[src/rtl/fetch_sequencer_pkg.sv]
// Purpose: shared encodings for the IF stage (PC mux select, fetch FSM states).
// Latency: n/a (constants and pure functions only).
// Backpressure: n/a.
package fetch_sequencer_pkg;

  // PC mux select, shared with the IF-stage PC mux.
  localparam logic [1:0] PC_SRC_SEQ    = 2'b00;  // PC+4
  localparam logic [1:0] PC_SRC_BRANCH = 2'b01;  // branch target
  localparam logic [1:0] PC_SRC_JUMP   = 2'b10;  // jump target
  localparam logic [1:0] PC_SRC_EXC    = 2'b11;  // exception vector

  // Fetch FSM state encodings.
  localparam logic [1:0] ST_RUN   = 2'b00;
  localparam logic [1:0] ST_MISS  = 2'b01;
  localparam logic [1:0] ST_REDIR = 2'b10;

  // Redirect winner: exception > branch > jump; PC_SRC_SEQ when none.
  function automatic logic [1:0] redirect_sel(input logic exc, input logic br, input logic jmp);
    if (exc)      return PC_SRC_EXC;
    else if (br)  return PC_SRC_BRANCH;
    else if (jmp) return PC_SRC_JUMP;
    else          return PC_SRC_SEQ;
  endfunction

  // Fold a branch/jump seen during a refill into the pending target.
  // A branch overwrites anything; a jump never overwrites a pending branch.
  function automatic logic [1:0] merge_pending(input logic [1:0] cur, input logic br, input logic jmp);
    if (br)                               return PC_SRC_BRANCH;
    else if (jmp && cur != PC_SRC_BRANCH) return PC_SRC_JUMP;
    else                                  return cur;
  endfunction

endpackage

[src/rtl/fetch_sequencer_sat_counter.sv]
// Purpose: saturating up-counter (sticks at all-ones).
// Latency: count reflects an inc one cycle later.
// Backpressure: none; inc at saturation is dropped.
// Ports: clk, reset (async, active-high), inc, count[W-1:0].
module sat_counter #(
  parameter int W = 16
) (
  input  logic         clk,
  input  logic         reset,
  input  logic         inc,
  output logic [W-1:0] count
);

  always_ff @(posedge clk or posedge reset) begin
    if (reset) begin
      count <= '0;
    end else if (inc && (count != {W{1'b1}})) begin
      count <= count + W'(1);
    end
  end

endmodule

[src/rtl/fetch_sequencer.sv]
// Purpose: IF-stage fetch sequencer: PC select, IF/ID control, instruction refill handshake.
// Latency: all outputs combinational from state and current inputs (0 cycles).
// Backpressure: id_stall freezes PC and IF/ID; refill_req held until ack, exception or timeout.
// Ports: clk, reset; in: imem_hit, refill_ack, branch_taken, jump, exception, id_stall;
//        out: pcWrite, pcSrc[1:0], IF_flush, p1_pipeline_regWrite, refill_req, miss_count, fault.
module fetch_sequencer
  import fetch_sequencer_pkg::*;
#(
  parameter int REFILL_TIMEOUT = 64,
  parameter int CNT_W          = 16
) (
  input  logic             clk,
  input  logic             reset,
  input  logic             imem_hit,
  input  logic             refill_ack,
  input  logic             branch_taken,
  input  logic             jump,
  input  logic             exception,
  input  logic             id_stall,
  output logic             pcWrite,
  output logic [1:0]       pcSrc,
  output logic             IF_flush,
  output logic             p1_pipeline_regWrite,
  output logic             refill_req,
  output logic [CNT_W-1:0] miss_count,
  output logic             fault
);

  localparam int WAIT_W = $clog2(REFILL_TIMEOUT + 1);
  localparam logic [WAIT_W-1:0] TIMEOUT_V = WAIT_W'(REFILL_TIMEOUT);

  logic [1:0]        state, state_nxt;
  logic [1:0]        pend, pend_nxt;      // pending redirect target, PC_SRC_SEQ = none
  logic [WAIT_W-1:0] wait_cnt, wait_nxt;  // completed MISS cycles of the current refill
  logic              miss_inc;
  logic [1:0]        run_sel;
  logic [1:0]        pend_merge;

  assign run_sel    = redirect_sel(exception, branch_taken, jump);
  assign pend_merge = merge_pending(pend, branch_taken, jump);

  always_comb begin
    pcWrite              = 1'b0;
    pcSrc                = PC_SRC_SEQ;
    IF_flush             = 1'b0;
    p1_pipeline_regWrite = 1'b0;
    refill_req           = 1'b0;
    fault                = 1'b0;
    miss_inc             = 1'b0;
    state_nxt            = state;
    pend_nxt             = pend;
    wait_nxt             = wait_cnt;

    case (state)
      ST_RUN: begin
        wait_nxt = '0;
        if (run_sel != PC_SRC_SEQ) begin
          pcWrite              = 1'b1;
          pcSrc                = run_sel;
          IF_flush             = 1'b1;
          p1_pipeline_regWrite = 1'b1;
        end else if (id_stall) begin
          // hold PC and IF/ID
        end else if (imem_hit) begin
          pcWrite              = 1'b1;
          p1_pipeline_regWrite = 1'b1;
        end else begin
          // bubble into ID while the line is refilled
          IF_flush             = 1'b1;
          p1_pipeline_regWrite = 1'b1;
          miss_inc             = 1'b1;
          state_nxt            = ST_MISS;
        end
      end

      ST_MISS: begin
        IF_flush             = 1'b1;
        p1_pipeline_regWrite = 1'b1;
        if (exception || (wait_cnt >= TIMEOUT_V)) begin
          // abort: request drops this cycle, pending work is discarded
          fault     = !exception;
          pcWrite   = 1'b1;
          pcSrc     = PC_SRC_EXC;
          pend_nxt  = PC_SRC_SEQ;
          wait_nxt  = '0;
          state_nxt = ST_RUN;
        end else begin
          refill_req = 1'b1;
          wait_nxt   = wait_cnt + WAIT_W'(1);
          pend_nxt   = pend_merge;
          if (refill_ack) begin
            // a redirect seen in the ack cycle itself still counts as pending
            wait_nxt  = '0;
            state_nxt = (pend_merge != PC_SRC_SEQ) ? ST_REDIR : ST_RUN;
          end
        end
      end

      ST_REDIR: begin
        pcWrite              = 1'b1;
        pcSrc                = exception ? PC_SRC_EXC : pend;
        IF_flush             = 1'b1;
        p1_pipeline_regWrite = 1'b1;
        pend_nxt             = PC_SRC_SEQ;
        state_nxt            = ST_RUN;
      end

      default: begin
        pend_nxt  = PC_SRC_SEQ;
        wait_nxt  = '0;
        state_nxt = ST_RUN;
      end
    endcase

    // Outputs are combinational, so reset must mask them directly.
    if (reset) begin
      pcWrite              = 1'b0;
      pcSrc                = PC_SRC_SEQ;
      IF_flush             = 1'b0;
      p1_pipeline_regWrite = 1'b0;
      refill_req           = 1'b0;
      fault                = 1'b0;
      miss_inc             = 1'b0;
    end
  end

  always_ff @(posedge clk or posedge reset) begin
    if (reset) begin
      state    <= ST_RUN;
      pend     <= PC_SRC_SEQ;
      wait_cnt <= '0;
    end else begin
      state    <= state_nxt;
      pend     <= pend_nxt;
      wait_cnt <= wait_nxt;
    end
  end

  sat_counter #(.W(CNT_W)) u_miss_cnt (
    .clk   (clk),
    .reset (reset),
    .inc   (miss_inc),
    .count (miss_count)
  );

endmodule
[config.mk]
export PLATFORM = sky130hd
export DESIGN_NAME = fetch_sequencer
export DESIGN_NICKNAME = d
export VERILOG_FILES = /design/src/rtl/fetch_sequencer_pkg.sv /design/src/rtl/fetch_sequencer_sat_counter.sv /design/src/rtl/fetch_sequencer.sv
export SDC_FILE = /design/constraint.sdc
export NUM_CORES = 1
export LEC_CHECK = 0
export CAP_MARGIN = 40
export CORE_UTILIZATION = 55
export DETAILED_ROUTE_END_ITERATION = 6
export GPL_TIMING_DRIVEN = 0
export PLACE_DENSITY = 0.91
export SLEW_MARGIN = 20
export SYNTH_ARGS = -nofsm -noshare
export SYNTH_HDL_FRONTEND = slang
export SYNTH_SLANG_ARGS = --single-unit
[constraint.sdc]
create_clock -name clk -period 3.8 [get_ports clk]
set_input_delay 1.14 -clock clk [delete_from_list [all_inputs] [get_ports clk]]
set_output_delay 1.14 -clock clk [all_outputs]
set_load 0.02 [all_outputs]
==> flow_summary.ini <==
[yosys]
postSynthAreaPerCell_sq_um = 9.848
netlist_area_sq_mm = 0.001605
ys_seq_elements = 27
ys_types = 40
synth_nets = 177
postSynthCellCount = 163
ys.warnings.count = 0
ys_seq_area_share_pct = 42.09
synth-async-reset-ratio_pct = 100.0
synth_flop_cell = dfrtp_1
synth_edf_count = 0

[cts]
h-tree-depth = 1
clock_path_buffers = 2
clkSlewWorstSetupHoldPaths_ps = 140
root_buffer = clkbuf_4
clk_latency_ps = 320
cts_buffers = 3
cts.sinks = 27
cts_tree = built

[die]
die_h_um = 56.03
ioPinCount = 31
die_w_um = 56.03
die-area_sq_mm = 0.003139
rows = 19
initial_core_util_pct = 58.21
core_area_sq_mm = 0.002758

[finish]
fillers = 194
antenna_cells = 0
instances_no_fill = 231
fin_nets = 215
drive_gt1_share_pct = 11.50
areaGrowthSynthToFinish_pct = 25.56
postLayoutCoreUtil_pct = 73.09
final_area_sq_mm = 0.002016

[sta]
finalSetupViolations = 0
clock.fmax_ghz = 0.2711
skew_ps = 7.048
finalMaxSlewViolations = 0
rsz0062_at_grt = false
fin_hold_ws_ps = 538.0
hold_violations = 0
min_period_ps = 3688
max_slew.worst_pin.slew_ps = 539.6
fin_crit_sh_pct = 97.06
slew_headroom_pct = 63.10

[global_routing]
antenna_found_initial = 0
grt_max_degree = 21
grt-ovfl-total = 0
grt_usage_pct = 25.00
grt_first_pass_wirelength_mm = 6.279
grt_pass1_vias = 1365

[drt]
vias = 1362
first_pass_iters = 4
antenna_left = 0
routedWlPerCell_um = 15.73
vias_per_cell = 5.896
drc = 0
drtIter0Drc = 66
wirelength_mm = 3.634

[placed_design]
dp_hpwl_mm = 2.735
gp_congestion = 0.8066
numPortBuffers = 30
place_inst = 225
place_area_sq_mm = 0.001972

[power]
finalPower_uw = 727.1
p_leak_nw = 0.9220
power_density_mw_per_mm2 = 360.7
ir_drop_v = 0.0004222

[min_path]
hold_class = reg -> reg

[critical_path]
critPathMaxFanout = 9
cp.arrival_ps = 2550
endpoint_kind = primary output
critical_path_class = in -> out
critPathLaunchType = primary input
crit_required_ps = 2660

[run]
maxCapViolations = 0

[run_status]
outcome = complete, no violations
cell type report:
type                            instances  area (sq um)  share of cell area [%]
Tap cell                               31         38.79                   1.924
Timing Repair Buffer                   33         339.1                   16.82
Sequential cell                        27         675.6                   33.52
Multi-Input combinational cell        124         874.6                   43.39
Buffer                                  6         38.79                   1.924
Inverter                                6         22.52                   1.117
Clock buffer                            4         26.28                   1.304
repair_timing:
| item | in CTS | in global routing |
|---|---|---|
| pin swaps | 1 | 0 |
| buffers inserted | 2 | 0 |
| gates cloned | 0 | 0 |
| setup endpoints to repair | 6 | 2 |
| endpoints found under the hold margin | 0 | 0 |
| hold buffers | 0 | 0 |
| resized for setup | 8 | 2 |
cells by family after synthesis:
family / Yosys count / synth area share (%)
AND/OR/NAND/NOR: 60 / 20.97
AO/OA/AOI/OAI: 39 / 17.93
adder cells (fa/ha/maj): 6 / 4.676
multiplexers: 1 / 0.7014
flip-flops: 27 / 42.09
XOR/XNOR: 18 / 9.821
buffers and inverters: 12 / 3.819
layout by cell type (no fill, tap or decap), drive strengths merged, types with 2 or more instances in the layout:
| master | instances |
|---|---|
| xor2 | 15 |
| nand4 | 6 |
| a31oi | 3 |
| nor3 | 2 |
| a211oi | 6 |
| xnor2 | 3 |
| and3 | 2 |
| nand2 | 15 |
| dlygate4sd2 | 7 |
| inv | 6 |
| dfrtp | 27 |
| nor2 | 15 |
| a21oi | 6 |
| a2111oi | 6 |
| dlymetal6s2s | 2 |
| clkbuf | 7 |
| o31ai | 2 |
| and4 | 2 |
| clkdlybuf4s50 | 21 |
| nand3 | 9 |
| buf | 6 |
| ha | 6 |
| o21ai | 13 |
stage by stage:
step,setup WS (ps),TNS (ps)
final,111.7,0
after CTS,22.58,0
after floorplan,635.0,0
after global placement,-364.1,-1166
after detailed placement,-376.5,-1515
after global routing,64.70,0
worst max-delay path, stage by stage:
cell and delay [ps]:
dlygate4sd2_1 320, or3b_2 480, clkbuf_1 170, nor2_1 100, dlygate4sd2_1 340
report_power, final:
part | switching (mW) | internal [mW] | total (mW)
logic | 0.155 | 0.108 | 0.263
clock network | 0.0805 | 0.0411 | 0.122
registers | 0.0303 | 0.312 | 0.343
state kept, by name, indices dropped and copies added, names as in the netlist:
| signal | cells |
|---|---|
| pend | 2 |
| state | 2 |
| wait_cnt | 7 |
| u_miss_cnt.count | 16 |
layer usage:
layer	part of all wire (%)	GRT usage, %
met5	0	0
met4	0.58	4.878
met3	3.4	5.581
met2	51	41.50
met1	45	33.89
synth_stat cells (2+ instances only):
library cell / count / share of area, %
clkbuf_1: 3 / 0.70
o31ai_1: 2 / 0.94
nand4_1: 6 / 2.3
o21ai_0: 13 / 4.1
xnor2_1: 3 / 1.6
a211oi_1: 6 / 2.8
a31oi_1: 3 / 1.2
nand3_1: 8 / 2.5
nand2_1: 15 / 3.5
inv_1: 6 / 1.4
a21oi_1: 6 / 1.9
buf_6: 2 / 1.4
nor2_1: 15 / 3.5
xor2_1: 15 / 8.2
dfrtp_1: 27 / 42
ha_1: 6 / 4.7
a2111oi_0: 2 / 1.1
a2111oi_2: 3 / 2.8
worst paths after layout:
kind / end / slack, ps / from / cells past startpoint
min in group asynchronous: wait_cnt[2]$_DFFE_PP0P_ / 1200 / reset / 2
worst min-delay path: u_miss_cnt.count[10]$_DFFE_PP0P_ / 540 / u_miss_cnt.count[10]$_DFFE_PP0P_ / 1
max in group asynchronous: u_miss_cnt.count[0]$_DFFE_PP0P_ / 2150 / reset / 3
worst max-delay path: refill_req / 110 / exception / 5
worst max register to register: wait_cnt[2]$_DFFE_PP0P_ / 1780 / state[1]$_DFFE_PP0P_ / 7
worst min register to register: u_miss_cnt.count[10]$_DFFE_PP0P_ / 540 / u_miss_cnt.count[10]$_DFFE_PP0P_ / 1
(Power assumes the default switching activity.)
